--- config.mk ---
export PLATFORM = sky130hd
export DESIGN_NAME = bram_stream_reader
export DESIGN_NICKNAME = d
export VERILOG_FILES = /design/src/rtl/bram_stream_pkg.sv /design/src/rtl/bram_stream_fifo.sv /design/src/rtl/bram_stream_reader.sv
export SDC_FILE = /design/constraint.sdc
export NUM_CORES = 1
export LEC_CHECK = 0
export BUFFER_PORTS_ARGS = -buffer_cell sky130_fd_sc_hd__buf_4
export CAP_MARGIN = 25
export CELL_PAD_IN_SITES_DETAIL_PLACEMENT = 0
export CELL_PAD_IN_SITES_GLOBAL_PLACEMENT = 1
export CORE_ASPECT_RATIO = 0.75
export CORE_MARGIN = 2
export CORE_UTILIZATION = 30
export CTS_BUF_LIST = sky130_fd_sc_hd__clkbuf_8 sky130_fd_sc_hd__clkbuf_16
export CTS_CLUSTER_SIZE = 25
export DETAILED_ROUTE_END_ITERATION = 12
export GPL_ROUTABILITY_DRIVEN = 1
export HOLD_SLACK_MARGIN = 0.12
export MAX_ROUTING_LAYER = met4
export PLACE_DENSITY = 0.71
export SLEW_MARGIN = 0
export SYNTH_ARGS = -nofsm -noshare
export SYNTH_HDL_FRONTEND = slang
export SYNTH_SLANG_ARGS = --single-unit
--- constraint.sdc ---
create_clock -name CLK -period 6 [get_ports CLK]
set_input_delay 0.3 -clock CLK [delete_from_list [all_inputs] [get_ports CLK]]
set_output_delay 0.3 -clock CLK [all_outputs]
set_load 0.01 [all_outputs]
--- src/rtl/bram_stream_pkg.sv ---
// Shared definitions for the BRAM stream reader.
//  - state_t      : sequencer states (idle, issuing reads, draining)
//  - read_latency : BRAM read latency in cycles for a PIPELINED setting
//  - fifo_depth   : output FIFO depth that covers one full latency window
package bram_stream_pkg;

  typedef enum logic [1:0] {
    ST_IDLE,
    ST_ISSUE,
    ST_DRAIN
  } state_t;

  function automatic int read_latency(input int pipelined);
    return (pipelined != 0) ? 2 : 1;
  endfunction

  // One slot per read in flight plus one so a stalled head word does not
  // starve the issue side.
  function automatic int fifo_depth(input int pipelined);
    return read_latency(pipelined) + 1;
  endfunction

endpackage

--- src/rtl/bram_stream_fifo.sv ---
// Small synchronous FIFO holding {last, data} words returned by the BRAM.
// Ports:
//  CLK, RST   clock and synchronous active-high reset
//  push       write push_data this cycle (caller guarantees space)
//  push_data  word to store
//  pop        consume the head word (ignored when empty)
//  valid      head word present
//  data       head word, held stable until popped
//  count      number of stored words
// Outputs come from registers only, so a word written into an empty FIFO
// becomes visible the following cycle.
module bram_stream_fifo #(
  parameter int DEPTH     = 2,
  parameter int WIDTH     = 33,
  parameter int CNT_WIDTH = $clog2(DEPTH + 1)
) (
  input  logic                 CLK,
  input  logic                 RST,
  input  logic                 push,
  input  logic [WIDTH-1:0]     push_data,
  input  logic                 pop,
  output logic                 valid,
  output logic [WIDTH-1:0]     data,
  output logic [CNT_WIDTH-1:0] count
);

  localparam int PTR_W = (DEPTH > 1) ? $clog2(DEPTH) : 1;
  localparam logic [PTR_W-1:0] LAST_PTR = PTR_W'(DEPTH - 1);
  localparam logic [CNT_WIDTH-1:0] FULL_COUNT = CNT_WIDTH'(DEPTH);

  logic [WIDTH-1:0] mem [DEPTH];
  logic [PTR_W-1:0] wr_ptr;
  logic [PTR_W-1:0] rd_ptr;
  logic             do_pop;

  assign do_pop = pop && valid;
  assign valid  = (count != '0);
  assign data   = mem[rd_ptr];

  always_ff @(posedge CLK) begin
    if (push && !RST) begin
      mem[wr_ptr] <= push_data;
    end
  end

  // Push and pop in the same cycle both take effect and leave count unchanged.
  always_ff @(posedge CLK) begin
    if (RST) begin
      wr_ptr <= '0;
      rd_ptr <= '0;
      count  <= '0;
    end else begin
      if (push) begin
        wr_ptr <= (wr_ptr == LAST_PTR) ? '0 : wr_ptr + 1'b1;
      end
      if (do_pop) begin
        rd_ptr <= (rd_ptr == LAST_PTR) ? '0 : rd_ptr + 1'b1;
      end
      if (push && !do_pop) begin
        count <= count + 1'b1;
      end else if (!push && do_pop) begin
        count <= count - 1'b1;
      end
    end
  end

  // The reader's credit check should make overflow impossible.
  always_ff @(posedge CLK) begin
    if (!RST && push && !do_pop) begin
      assert (count != FULL_COUNT);
    end
  end

endmodule

--- src/rtl/bram_stream_reader.sv ---
// Read-side sequencer for one read-first BRAM port.
// Accepts a burst command, issues sequential reads, and returns the words as
// a valid/ready stream with a LAST marker. Reads are only issued when the
// output FIFO is guaranteed to have room when the data comes back, so
// consumer backpressure never drops a word.
// Ports:
//  CLK, RST             clock and synchronous active-high reset
//  CMD_VALID/CMD_READY  burst command handshake
//  CMD_ADDR, CMD_LEN    first word address, word count minus one
//  BRAM_EN/WE/ADDR/DO   BRAM port (WE always 0)
//  OUT_VALID/OUT_READY  output stream handshake
//  OUT_DATA, OUT_LAST   stream word and end-of-burst marker
//  BUSY                 burst in progress
module bram_stream_reader
  import bram_stream_pkg::*;
#(
  parameter int PIPELINED  = 0,
  parameter int ADDR_WIDTH = 10,
  parameter int DATA_WIDTH = 32,
  parameter int MEMSIZE    = 1024,
  parameter int LEN_WIDTH  = 12
) (
  input  logic                  CLK,
  input  logic                  RST,
  input  logic                  CMD_VALID,
  output logic                  CMD_READY,
  input  logic [ADDR_WIDTH-1:0] CMD_ADDR,
  input  logic [LEN_WIDTH-1:0]  CMD_LEN,
  output logic                  BRAM_EN,
  output logic                  BRAM_WE,
  output logic [ADDR_WIDTH-1:0] BRAM_ADDR,
  input  logic [DATA_WIDTH-1:0] BRAM_DO,
  output logic                  OUT_VALID,
  input  logic                  OUT_READY,
  output logic [DATA_WIDTH-1:0] OUT_DATA,
  output logic                  OUT_LAST,
  output logic                  BUSY
);

  localparam int LAT        = read_latency(PIPELINED);
  localparam int FIFO_DEPTH = fifo_depth(PIPELINED);
  localparam int CNT_W      = $clog2(FIFO_DEPTH + 1);
  localparam int SUM_W      = CNT_W + 1;
  localparam logic [ADDR_WIDTH-1:0] LAST_ADDR = ADDR_WIDTH'(MEMSIZE - 1);

  state_t                state;
  state_t                state_next;
  logic [ADDR_WIDTH-1:0] addr;
  logic [LEN_WIDTH-1:0]  remaining;
  logic [LAT-1:0]        tag_valid;
  logic [LAT-1:0]        tag_last;
  logic [CNT_W-1:0]      fifo_count;
  logic                  fifo_last;
  logic                  cmd_fire;
  logic                  out_fire;
  logic                  issue;
  logic                  issue_last;
  logic                  credit_ok;
  logic [SUM_W-1:0]      inflight;
  logic [SUM_W-1:0]      committed;

  assign cmd_fire   = CMD_VALID && CMD_READY;
  assign out_fire   = OUT_VALID && OUT_READY;
  assign issue_last = issue && (remaining == '0);
  assign BRAM_EN    = issue;
  assign BRAM_WE    = 1'b0;
  assign BRAM_ADDR  = addr;
  assign BUSY       = (state != ST_IDLE);
  assign OUT_LAST   = OUT_VALID && fifo_last;

  // Every read in the tag pipeline will land in the FIFO, so it already owns
  // a slot. A word leaving this cycle frees its slot immediately, which is
  // what keeps a full-rate stream going at one word per cycle.
  always_comb begin
    inflight = '0;
    for (int i = 0; i < LAT; i++) begin
      inflight = inflight + SUM_W'(tag_valid[i]);
    end
    committed = inflight + SUM_W'(fifo_count) - SUM_W'(out_fire);
    credit_ok = (committed < SUM_W'(FIFO_DEPTH));
  end

  always_ff @(posedge CLK) begin
    if (RST) begin
      state <= ST_IDLE;
    end else begin
      state <= state_next;
    end
  end

  always_comb begin
    state_next = state;
    CMD_READY  = 1'b0;
    issue      = 1'b0;
    unique case (state)
      ST_IDLE: begin
        CMD_READY = !RST;
        if (CMD_VALID && !RST) begin
          state_next = ST_ISSUE;
        end
      end
      ST_ISSUE: begin
        issue = credit_ok && !RST;
        if (issue && (remaining == '0)) begin
          state_next = ST_DRAIN;
        end
      end
      ST_DRAIN: begin
        if (out_fire && OUT_LAST) begin
          state_next = ST_IDLE;
        end
      end
      default: state_next = ST_IDLE;
    endcase
  end

  always_ff @(posedge CLK) begin
    if (RST) begin
      addr      <= '0;
      remaining <= '0;
    end else if (cmd_fire) begin
      addr      <= CMD_ADDR;
      remaining <= CMD_LEN;
    end else if (issue) begin
      addr      <= (addr == LAST_ADDR) ? '0 : addr + 1'b1;
      remaining <= remaining - 1'b1;
    end
  end

  // The tag for each read reaches the last stage in the same cycle its data
  // appears on BRAM_DO, so that stage drives the FIFO write directly.
  always_ff @(posedge CLK) begin
    if (RST) begin
      tag_valid <= '0;
      tag_last  <= '0;
    end else begin
      for (int i = LAT - 1; i > 0; i--) begin
        tag_valid[i] <= tag_valid[i-1];
        tag_last[i]  <= tag_last[i-1];
      end
      tag_valid[0] <= issue;
      tag_last[0]  <= issue_last;
    end
  end

  bram_stream_fifo #(
    .DEPTH     (FIFO_DEPTH),
    .WIDTH     (DATA_WIDTH + 1),
    .CNT_WIDTH (CNT_W)
  ) u_fifo (
    .CLK       (CLK),
    .RST       (RST),
    .push      (tag_valid[LAT-1]),
    .push_data ({tag_last[LAT-1], BRAM_DO}),
    .pop       (out_fire),
    .valid     (OUT_VALID),
    .data      ({fifo_last, OUT_DATA}),
    .count     (fifo_count)
  );

  always_ff @(posedge CLK) begin
    if (!RST && cmd_fire) begin
      assert (CMD_ADDR <= LAST_ADDR);
    end
  end

endmodule
Yosys cells after proc, flatten, opt, wreduce, memory -nomap -nowiden:

Memory sizes are Yosys's and may differ from the RTL's. A register that Yosys moved wholly into a read port is not among the register bits.
Index checks and enable logic that the tools add are counted.

* $add $sub $neg: 8
* $mul: 0
* div/mod/pow operators: 0
* magnitude comparators: 1
* equality and inequality tests: 6
* shift operators: 0
* multiplexer cells: 19
* bitwise operators: 0
* reductions and logical operators: 22

Operators by type and width (number)
* 10-bit two-way mux: 3
* 12-bit two-way mux: 2
* 1-bit logical AND: 12
* 12-bit zero test: 1
* 12-bit by 1-bit subtractor with 12-bit output, second input constant: 1
* 10-bit by 1-bit adder with 10-bit output, second input constant: 1
* 10-bit equality test, second input constant: 1
* 2-bit two-way mux: 5
* 1-bit two-way mux: 8
* 2-bit nonzero test: 4
* 2-bit inequality test, second input constant: 3
* 2-bit one-hot mux with 3 select lines: 1
* 1-bit by 2-bit adder with 3-bit output: 1
* 1-bit zero test: 3
* 3-bit by 2-bit less-than comparator with 1-bit output, second input constant: 1
* 3-bit AND reduction: 1
* 3-bit by 1-bit subtractor with 3-bit output: 1
* 1-bit adder, second input constant: 2
* 2-bit by 1-bit adder with 2-bit output, second input constant: 1
* 2-bit by 1-bit equality test with 1-bit output, second input constant: 1
* 2-bit equality test, second input constant: 1
* 2-bit zero test: 1
* 2-bit by 1-bit subtractor with 2-bit output, second input constant: 1

* flip-flop bits (word level): 30
* bits in latches: 0
* memory bits (writable): 66
* bits in read-only memories: 0
* input port bits: 58
* word-level logic and storage cells: 65
* memories kept: 1

Memories
* u_fifo.mem: depth 2, width 33, rd ports 1, clocked after Yosys merged registers in 1, write ports 1, line bram_stream_fifo.sv:31 `logic [WIDTH-1:0] mem [DEPTH];`

Longest topological paths before layout:

Gate-level depths: netlist of run 1.

* depth after elaboration: 8
* depth in mapped cells: 12
* depth with buffers taken out: 11

Modules after synthesis:

A second synthesis of run 1 with hierarchy kept.

* cells, all modules: 314
* area, all modules: 4147.7 um^2

Modules (own cells, without submodules)
* bram_stream_fifo: instances 1, cells an instance 124, area an instance 2587.5 um^2, sequential area each 2082.0 um^2
* bram_stream_reader: instances 1, cells an instance 190, area an instance 1560.2 um^2, sequential area each 520.5 um^2

Worst setup path before layout of run 1:

No wires, ideal clock.

* path kind: input -> register
* from: input RST
* to: memory u_fifo.mem[0][0] (enable)
* arrival time: 2.963 ns
* path slack: 2.566 ns
* cell stages on the path: 2
* buffers on the path: 1
* path through: clkbuf_1 -> nor3b_1

* cells in the longest elaborated chain, start to end: 4

Ends and longest elaborated chain
* start, declared: line bram_stream_reader.sv:24 `input logic RST,`
* 1-bit zero test: line bram_stream_fifo.sv:41 `if (push && !RST) begin`
* 1-bit logical AND
* 1-bit two-way mux: line bram_stream_fifo.sv:41
* 1-bit two-way mux (not written as such): line bram_stream_fifo.sv:42 `mem[wr_ptr] <= push_data;`
* end, declared: line bram_stream_fifo.sv:31

Every way passes these cells.

Worst setup path in the final report of run 1:

* from: register u_fifo.count[1]
* to: output BRAM_EN

* cells in the longest elaborated chain, start to end: 6
* elaborated cells on any way between the ends: 7
* classes of those cells: 2 x add/sub; 1 x order compare; 1 x mux; 3 x reduce/logical

Ends and longest elaborated chain
* start, declared: line bram_stream_fifo.sv:24 `output logic [CNT_WIDTH-1:0] count`
* start signal, assigned: line bram_stream_fifo.sv:60 `count <= count + 1'b1;`
* start signal, assigned: line bram_stream_fifo.sv:62 `count <= count - 1'b1;`
* parallel branches: the longest is 2 deep, another holds 1-bit by 2-bit adder with 3-bit output
* 3-bit by 1-bit subtractor with 3-bit output (*): line bram_stream_reader.sv:79 `committed = inflight + SUM_W'(fifo_count) - SUM_W'(out_fire);`
* 3-bit by 2-bit less-than comparator with 1-bit output (*): line bram_stream_reader.sv:80 `credit_ok = (committed < SUM_W'(FIFO_DEPTH));`
* 1-bit logical AND (*): line bram_stream_reader.sv:103 `issue = credit_ok && !RST;`
* 1-bit two-way mux (*): line bram_stream_reader.sv:95 `unique case (state)`
* end, declared: line bram_stream_reader.sv:29 `output logic BRAM_EN,`

Mark *: on every way between the ends.

==> flow_results.xml, run 1 <==
<?xml version="1.0" encoding="UTF-8"?>
<metrics>
  <group name="detailed_routing">
    <metric name="drt_first_iter_violations" unit="">186</metric>
    <metric name="drt_wl_total" unit="microns">8910</metric>
    <metric name="remaining_antenna_violation_count" unit="">0</metric>
    <metric name="firstDrtPassIters" unit="">4</metric>
    <metric name="routed_wire_length_per_instance" unit="microns">15.4</metric>
    <metric name="drc_errors" unit="">0</metric>
    <metric name="vias_per_cell" unit="">4.64</metric>
    <metric name="num_vias" unit="">2686</metric>
  </group>
  <group name="global_route">
    <metric name="largest_net_degree_at_the_start_of_global_routing" unit="">34</metric>
    <metric name="grt_pass1_vias" unit="">2846</metric>
    <metric name="antenna_found_initial" unit="">0</metric>
    <metric name="global_route.usage.total" unit="%">13.0</metric>
    <metric name="grt_pass1_wl" unit="microns">14500</metric>
    <metric name="gr-total-overflow" unit="">0</metric>
  </group>
  <group name="synth">
    <metric name="ys_dominant_reg_cell" unit="">sky130_fd_sc_hd__edfxtp_1</metric>
    <metric name="syn-num-nets" unit="">362</metric>
    <metric name="post_synth_edffs" unit="">66</metric>
    <metric name="seq_area_frac_synth" unit="%">63.7</metric>
    <metric name="postSynthCellCount" unit="">299</metric>
    <metric name="syn_avg_cell_area" unit="sq um">13.7</metric>
    <metric name="postSynthRegisterBits" unit="">97</metric>
    <metric name="number_of_unique_standard_cell_types_used_by_synthesis" unit="">51</metric>
    <metric name="synth.cell_area" unit="sq um">4090</metric>
    <metric name="yosysWarningCount" unit="">0</metric>
    <metric name="synth_async_sr_flop_share" unit="%">0</metric>
  </group>
  <group name="layout">
    <metric name="layout-drive-gt1-share" unit="%">42.4</metric>
    <metric name="finalInstanceArea" unit="sq um">5310</metric>
    <metric name="n_fill_cell" unit="">1261</metric>
    <metric name="design.final.nets" unit="">466</metric>
    <metric name="ff_latch_area" unit="sq um">2600</metric>
    <metric name="post-route-util" unit="%">40.4</metric>
    <metric name="diodes" unit="">0</metric>
    <metric name="area_overhead_vs_synth" unit="%">29.9</metric>
    <metric name="multi_input_comb_area" unit="sq um">1390</metric>
  </group>
  <group name="placed_design">
    <metric name="dp_hpwl" unit="microns">6150</metric>
    <metric name="place.gp.congestion" unit="">0.801</metric>
    <metric name="place.port_buffers" unit="">104</metric>
    <metric name="placedInstanceArea" unit="sq um">5040</metric>
  </group>
  <group name="die">
    <metric name="initial_core_util" unit="%">31.1</metric>
    <metric name="chipWidth" unit="microns">139</metric>
    <metric name="io_pins" unit="">106</metric>
    <metric name="design.die.area" unit="sq um">14600</metric>
    <metric name="core" unit="sq um">13200</metric>
    <metric name="row_count" unit="">36</metric>
    <metric name="die_h" unit="microns">105</metric>
  </group>
  <group name="critical_path">
    <metric name="critical_path.startpoint_type" unit="">register</metric>
    <metric name="cp_data_arrival_time" unit="ns">3.01</metric>
    <metric name="crit_fanout" unit="">12</metric>
    <metric name="crit_family" unit="">adder cells</metric>
    <metric name="crit_slowest_cell" unit="">sky130_fd_sc_hd__o21ai_0</metric>
    <metric name="timing.critical_path.buf_inv" unit="">3</metric>
    <metric name="worst-endpoint-required" unit="ns">5.70</metric>
    <metric name="worst_setup_path_end_kind" unit="">output port</metric>
    <metric name="cp_slowest_stage_delay" unit="ns">0.45</metric>
    <metric name="critical_path.cell_chain" unit="">o21ai_0, inv_1, ha_1, nand2b_1, fa_1, xnor2_2, nand2_4, inv_2, buf_4</metric>
    <metric name="criticalPathCategory" unit="">reg2out</metric>
  </group>
  <group name="cts">
    <metric name="cts.repair.resized" unit="">0</metric>
    <metric name="clock_tree.root_cell" unit="">sky130_fd_sc_hd__clkbuf_16</metric>
    <metric name="h_tree_levels" unit="">3</metric>
    <metric name="cts_inserted_buffers" unit="">9</metric>
    <metric name="cts_tree" unit="">yes</metric>
    <metric name="number_of_hold_buffers_added_after_cts" unit="">0</metric>
    <metric name="clk_pin_slew_worst_paths" unit="ns">0.07</metric>
    <metric name="cts_setup_buffers" unit="">0</metric>
    <metric name="clock_sinks" unit="">97</metric>
    <metric name="deepest_clock_path_buffer_count" unit="">2</metric>
    <metric name="insertion_delay" unit="ns">0.33</metric>
  </group>
  <group name="timing">
    <metric name="fin_setup_tns" unit="ns">0</metric>
    <metric name="number_of_hold_violations_in_the_final_report" unit="">0</metric>
    <metric name="final_period_minus_worst_setup_slack" unit="ns">3.31</metric>
    <metric name="fmax" unit="MHz">302</metric>
    <metric name="skew" unit="ns">0.00675</metric>
    <metric name="timing.final.setup_violations" unit="">0</metric>
    <metric name="post-route-period-util" unit="%">55.2</metric>
    <metric name="rsz0062_at_grt" unit="">no</metric>
    <metric name="tightest_slew" unit="ns">0.968</metric>
    <metric name="timing.slew.headroom" unit="%">35.3</metric>
    <metric name="drv_slew" unit="">0</metric>
    <metric name="worst_hold_slack" unit="ns">0.142</metric>
  </group>
  <group name="power">
    <metric name="switching_power_total" unit="mW">0.562</metric>
    <metric name="cell_pwr_density" unit="nW/um^2">358</metric>
    <metric name="static-leakage-power" unit="nW">1.99</metric>
    <metric name="power.share.switching" unit="%">29.6</metric>
    <metric name="maximum_vdd_drop" unit="mV">0.152</metric>
    <metric name="sequentialPowerShare" unit="%">45.9</metric>
    <metric name="p_int" unit="mW">1.34</metric>
    <metric name="combinationalPowerShare" unit="%">27.0</metric>
    <metric name="power.share.clock" unit="%">27.1</metric>
  </group>
  <group name="job">
    <metric name="drv.max_cap_violation_count" unit="">0</metric>
  </group>
  <group name="status">
    <metric name="status" unit="">completed</metric>
  </group>
  <group name="worst_hold_path">
    <metric name="min-delay-path-class" unit="">in2reg</metric>
  </group>
</metrics>
==> synth_stat cells, types with 2 or more instances <==
cell / number / share of area, %
sky130_fd_sc_hd__inv_1: 8 / 0.73
sky130_fd_sc_hd__nand3_1: 8 / 0.98
sky130_fd_sc_hd__dfxtp_1: 31 / 15
sky130_fd_sc_hd__buf_2: 2 / 0.24
sky130_fd_sc_hd__a211oi_1: 12 / 2.2
sky130_fd_sc_hd__xnor2_1: 11 / 2.4
sky130_fd_sc_hd__a21oi_1: 6 / 0.73
sky130_fd_sc_hd__nor2_1: 28 / 2.6
sky130_fd_sc_hd__nand2_1: 14 / 1.3
sky130_fd_sc_hd__clkbuf_1: 7 / 0.64
sky130_fd_sc_hd__nand4_1: 2 / 0.31
sky130_fd_sc_hd__edfxtp_1: 66 / 48
sky130_fd_sc_hd__o21ai_1: 3 / 0.37
sky130_fd_sc_hd__nand2b_1: 2 / 0.31
sky130_fd_sc_hd__o21ai_0: 5 / 0.61
sky130_fd_sc_hd__nand4_2: 2 / 0.61
sky130_fd_sc_hd__mux2_2: 32 / 8.8
sky130_fd_sc_hd__ha_1: 4 / 1.2
sky130_fd_sc_hd__a211oi_2: 2 / 0.61
sky130_fd_sc_hd__buf_1: 2 / 0.18
sky130_fd_sc_hd__nor4_2: 5 / 1.5
sky130_fd_sc_hd__xor2_1: 10 / 2.1
sky130_fd_sc_hd__nor3_1: 8 / 0.98
sky130_fd_sc_hd__nand3b_1: 2 / 0.37
==> sequential cells by signal, summed over array words and instances (netlist names), named ones only <==
name           count
BRAM_ADDR         10
remaining         12
state              2
tag_last           1
tag_valid          1
u_fifo.count       2
u_fifo.mem        66
u_fifo.rd_ptr      1
u_fifo.wr_ptr      1
==> final cells by class <==
type	count	share of cell area [%]
sequential	97	49.0
multi-input combinational	180	26.3
timing repair buffer	106	15.1
clock buffer	9	4.24
tap	171	4.03
clock inverter	7	0.731
inverter	9	0.636
==> cells by family after synthesis <==
group | Yosys count | synth area share [%]
DFF | 97 | 63.7
and+or+nand+nor | 82 | 11.9
AOI/OAI and AO/OA | 37 | 6.28
muxes | 33 | 9.06
xor gates and xnor gates | 22 | 4.90
buffers and inverters | 22 | 2.36
adders and majority gates | 5 | 1.71
other | 1 | 0.0918
==> worst paths after layout <==
path | startpoint | endpoint | slack, ns | cells after the start
min reg2reg | tag_last | u_fifo.mem[1][32] | 0.44 | 0
max | u_fifo.count[1] | BRAM_EN | 2.69 | 9
min | BRAM_DO[25] | u_fifo.mem[0][25] | 0.14 | 1
max reg2reg | u_fifo.count[1] | BRAM_ADDR[4] | 2.87 | 11
==> power groups by stage <==
stage	Clock [mW]	Combinational, mW	Sequential [mW]
floorplan	0	0.348	0.843
global placement	0	0.508	0.885
detailed placement	0	0.515	0.888
CTS	0.538	0.519	0.874
global route	0.569	0.562	0.884
finish	0.515	0.512	0.871
==> metal layers <==
metal  vias to the layer above  part of all wire, %  GRT usage [%]
met5                         -                    0              -
met2                        66                   45           19.4
met4                         0                  1.4           4.40
met3                         8                  4.1           3.35
met1                      1306                   49           17.3
li1                       1306                    -              -
==> through the flow <==
| stage | power (mW) | setup slack [ns] | cells |
|---|---|---|---|
| 4_1_cts | 1.93 | 2.65 | 579 |
| 3_5_place_dp | 1.40 | 2.85 | 563 |
| 3_3_place_gp | 1.39 | 3.02 | 562 |
| 2_1_floorplan | 1.19 | 2.57 | 299 |
| 5_1_grt | 2.02 | 2.40 | 579 |
| 6_report | 1.90 | 2.69 | 579 |
==> cells in the final DEF, fill, tap and decap left out, drive strengths merged, types with 2 or more instances in the layout <==
master / count
o21ai: 8
ha: 4
edfxtp: 66
nand4: 4
nor4: 5
or3: 2
clkbuf: 9
xnor2: 12
clkinv: 5
xor2: 10
inv: 10
nand2: 15
nor2: 28
nand2b: 2
nand3: 8
nand3b: 2
mux2: 32
buf: 106
nor3: 8
a211oi: 14
dfxtp: 31
a21oi: 7
nor3b: 2
Note: power is estimated with default switching activity, not from simulation.
==> inputs of run 2 (changes only) <==
Settings changed: ABC_AREA from default to 1, PLACE_DENSITY 0.71 to 0.74.
Clock period 6 ns to 3.45 ns, I/O delays scaled along.
==> run 2 against run 1 <==
  * Power increased by 76%
  * Count of clock-buffer cells in the layout unchanged
  * First-iteration DRC count is 2.2% lower
  * Area after synthesis is 6.0% higher
  * Wire length grew 21%
  * Clock skew grew 0.0012 ns
  * Die area increased by 5.8%
  * Largest power group unchanged
==> flow_results.xml, run 2 <==
<?xml version="1.0" encoding="UTF-8"?>
<metrics>
  <group name="critical_path">
    <metric name="cp_data_arrival_time" unit="ns">2.85</metric>
    <metric name="crit_fanout" unit="">6</metric>
    <metric name="criticalPathCategory" unit="">reg2out</metric>
    <metric name="crit_family" unit="">simple AND/OR/NAND/NOR gates</metric>
    <metric name="crit_path_frequent_cell" unit="">sky130_fd_sc_hd__inv_1</metric>
    <metric name="crit_slowest_cell" unit="">sky130_fd_sc_hd__fa_1</metric>
    <metric name="worst-endpoint-required" unit="ns">3.28</metric>
    <metric name="critical_path.cell_chain" unit="">nor2_1, inv_1, nand2_1, inv_1, ha_1, or2_2, fa_1, inv_1, nor2_1, nand3_1, nor2_4, buf_4</metric>
    <metric name="timing.critical_path.buf_inv" unit="">4</metric>
    <metric name="critical_path.startpoint_type" unit="">register</metric>
    <metric name="cp_slowest_stage_delay" unit="ns">0.48</metric>
    <metric name="worst_setup_path_end_kind" unit="">output port</metric>
  </group>
  <group name="status">
    <metric name="status" unit="">completed</metric>
  </group>
  <group name="synth">
    <metric name="syn_avg_cell_area" unit="sq um">9.10</metric>
    <metric name="netlist_top_cells_count" unit="">172 x sky130_fd_sc_hd__nand2_1, 66 x sky130_fd_sc_hd__edfxtp_1, 47 x sky130_fd_sc_hd__nor2_1</metric>
    <metric name="synth.cell_area" unit="sq um">4330</metric>
    <metric name="ys_dominant_reg_cell" unit="">sky130_fd_sc_hd__edfxtp_1</metric>
    <metric name="post_synth_edffs" unit="">66</metric>
    <metric name="postSynthRegisterBits" unit="">97</metric>
    <metric name="number_of_unique_standard_cell_types_used_by_synthesis" unit="">33</metric>
    <metric name="yosys.area.top_type_share" unit="%">45.7</metric>
    <metric name="netlist_top_cells_area" unit="">sky130_fd_sc_hd__edfxtp_1 46%, sky130_fd_sc_hd__nand2_1 15%, sky130_fd_sc_hd__dfxtp_1 14%</metric>
    <metric name="synth_async_sr_flop_share" unit="%">0</metric>
    <metric name="synth_most_common_cell" unit="">sky130_fd_sc_hd__nand2_1</metric>
    <metric name="cell_taking_the_most_area_after_synthesis" unit="">sky130_fd_sc_hd__edfxtp_1</metric>
    <metric name="yosysWarningCount" unit="">0</metric>
    <metric name="syn-num-nets" unit="">539</metric>
    <metric name="seq_area_frac_synth" unit="%">60.1</metric>
    <metric name="postSynthCellCount" unit="">476</metric>
  </group>
  <group name="power">
    <metric name="power.share.switching" unit="%">32.9</metric>
    <metric name="power.share.clock" unit="%">28.7</metric>
    <metric name="maximum_vdd_drop" unit="mV">0.259</metric>
    <metric name="cell_pwr_density" unit="nW/um^2">562</metric>
    <metric name="switching_power_total" unit="mW">1.10</metric>
    <metric name="sequentialPowerShare" unit="%">41.3</metric>
    <metric name="static-leakage-power" unit="nW">2.53</metric>
    <metric name="p_int" unit="mW">2.24</metric>
    <metric name="combinationalPowerShare" unit="%">30.0</metric>
  </group>
  <group name="global_route">
    <metric name="largest_net_degree_at_the_start_of_global_routing" unit="">35</metric>
    <metric name="grt_pass1_wl" unit="microns">16500</metric>
    <metric name="global_route.usage.total" unit="%">14.2</metric>
    <metric name="grt_pass1_vias" unit="">3299</metric>
    <metric name="gr-total-overflow" unit="">0</metric>
    <metric name="antenna_found_initial" unit="">0</metric>
  </group>
  <group name="detailed_routing">
    <metric name="vias_per_cell" unit="">4.42</metric>
    <metric name="drt_wl_total" unit="microns">10800</metric>
    <metric name="remaining_antenna_violation_count" unit="">0</metric>
    <metric name="routed_wire_length_per_instance" unit="microns">13.2</metric>
    <metric name="firstDrtPassIters" unit="">4</metric>
    <metric name="drc_errors" unit="">0</metric>
    <metric name="num_vias" unit="">3618</metric>
    <metric name="drt_first_iter_violations" unit="">182</metric>
  </group>
  <group name="timing">
    <metric name="post-route-period-util" unit="%">87.5</metric>
    <metric name="final_period_minus_worst_setup_slack" unit="ns">3.02</metric>
    <metric name="worst_setup_slack_after_layout" unit="ns">0.431</metric>
    <metric name="timing.slew.headroom" unit="%">36.0</metric>
    <metric name="drv_slew" unit="">0</metric>
    <metric name="fmax" unit="MHz">331</metric>
    <metric name="tightest_slew" unit="ns">0.958</metric>
    <metric name="rsz0062_at_grt" unit="">no</metric>
    <metric name="timing.final.setup_violations" unit="">0</metric>
    <metric name="fin_setup_tns" unit="ns">0</metric>
    <metric name="number_of_hold_violations_in_the_final_report" unit="">0</metric>
    <metric name="skew" unit="ns">0.00800</metric>
  </group>
  <group name="worst_hold_path">
    <metric name="min-delay-path-class" unit="">in2reg</metric>
  </group>
  <group name="die">
    <metric name="initial_core_util" unit="%">30.3</metric>
    <metric name="chipWidth" unit="microns">143</metric>
    <metric name="row_count" unit="">38</metric>
    <metric name="die_h" unit="microns">108</metric>
    <metric name="core" unit="sq um">14300</metric>
    <metric name="io_pins" unit="">106</metric>
    <metric name="design.die.area" unit="sq um">15400</metric>
  </group>
  <group name="placed_design">
    <metric name="placedInstanceArea" unit="sq um">5300</metric>
    <metric name="place.port_buffers" unit="">104</metric>
    <metric name="place.gp.congestion" unit="">0.862</metric>
    <metric name="post-place-ws" unit="ns">0.595</metric>
    <metric name="dp_hpwl" unit="microns">7260</metric>
  </group>
  <group name="layout">
    <metric name="largest_register_ffs" unit="">66</metric>
    <metric name="layout_common_cells" unit="">172 x sky130_fd_sc_hd__nand2_1, 109 x sky130_fd_sc_hd__buf_4, 66 x sky130_fd_sc_hd__edfxtp_1, 46 x sky130_fd_sc_hd__nor2_1, 35 x sky130_fd_sc_hd__dlygate4sd3_1</metric>
    <metric name="diodes" unit="">0</metric>
    <metric name="mostFrequentLayoutCell" unit="">sky130_fd_sc_hd__nand2_1</metric>
    <metric name="layout-drive-gt1-share" unit="%">22.0</metric>
    <metric name="registers.top_by_ff_count" unit="">u_fifo.mem</metric>
    <metric name="finalInstanceArea" unit="sq um">5940</metric>
    <metric name="area_overhead_vs_synth" unit="%">37.0</metric>
    <metric name="design.final.nets" unit="">676</metric>
  </group>
  <group name="cts">
    <metric name="h_tree_levels" unit="">3</metric>
    <metric name="clk_pin_slew_worst_paths" unit="ns">0.07</metric>
    <metric name="cts_setup_buffers" unit="">0</metric>
    <metric name="cts_inserted_buffers" unit="">9</metric>
    <metric name="deepest_clock_path_buffer_count" unit="">2</metric>
    <metric name="clock_tree.root_cell" unit="">sky130_fd_sc_hd__clkbuf_16</metric>
    <metric name="insertion_delay" unit="ns">0.34</metric>
    <metric name="cts_tree" unit="">yes</metric>
    <metric name="clock_sinks" unit="">97</metric>
  </group>
  <group name="job">
    <metric name="drv.max_cap_violation_count" unit="">0</metric>
  </group>
</metrics>
==> run 2: power groups by stage <==
stage	Clock, mW	Combinational, mW	Sequential [mW]
2_1_floorplan	0	0.583	1.39
3_3_place_gp	0	0.955	1.40
3_5_place_dp	0	0.974	1.40
4_1_cts	0.989	1.01	1.38
5_1_grt	1.04	1.12	1.39
6_report	0.957	1.00	1.38
==> run 2: path summary, 6_finish.rpt <==
kind,from,cells past startpoint,end,slack (ns)
min reg2reg,tag_last,0,u_fifo.mem[0][32],0.45
max,u_fifo.count[1],12,BRAM_EN,0.43
max reg2reg,u_fifo.count[1],14,BRAM_ADDR[9],0.57
min,CMD_ADDR[7],5,BRAM_ADDR[7],0.14
==> run 2: worst register-to-register path: cells and delay by family, from the launching register on <==
| kind | cells | cell delay (ns) |
|---|---|---|
| adder cells (fa/ha/maj) | 2 | 0.75 |
| flip-flops | 1 | 0.36 |
| AO/OA/AOI/OAI | 2 | 0.28 |
| buffers and inverters | 3 | 0.19 |
| AND/OR/NAND/NOR | 7 | 1.18 |
==> run 2: layout make-up <==
type	count	area, sq um
repair buffers	144	1170
multi-input cells	326	1500
well taps	200	250
flip-flops and latches	97	2600
clock inverters	7	58.8
inverters	35	131
fillers	1418	8370
clock buffers	9	225
==> run 2: through the flow <==
stage | std cells | util (%) | hold slack (ns) | total power, mW
2_1_floorplan | 476 | - | 0.271 | 1.98
3_3_place_gp | 767 | 37.1 | 0.358 | 2.35
3_5_place_dp | 767 | 37.1 | 0.362 | 2.38
4_1_cts | 818 | 41.5 | 0.123 | 3.38
5_1_grt | 818 | 41.5 | 0.151 | 3.55
6_report | 818 | 41.5 | 0.136 | 3.33
==> run 2: layer usage <==
layer	track usage (%)	part of all wire (%)	vias to the layer above
met1	18.3	46	1707
li1	-	-	1833
met4	4.46	1.6	0
met3	2.83	3.4	13
met2	22.7	49	65
met5	-	0	-
==> run 2: what timing repair did <==
action                                  4_1_cts  5_1_grt
resized for setup                             0        0
hold buffers                                 35        0
endpoints found under the setup margin        0        0
hold endpoints to repair                     67        0
==> run 2: logic make-up after synthesis <==
logic type               share of synthesized area [%]
adder cells (fa/ha/maj)                           1.62
flip-flops                                        60.1
AND/OR/NAND/NOR                                   24.8
other                                           0.0865
buffers and inverters                             5.57
XOR/XNOR                                         0.809
AO/OA/AOI/OAI                                     6.79
multiplexers                                     0.231
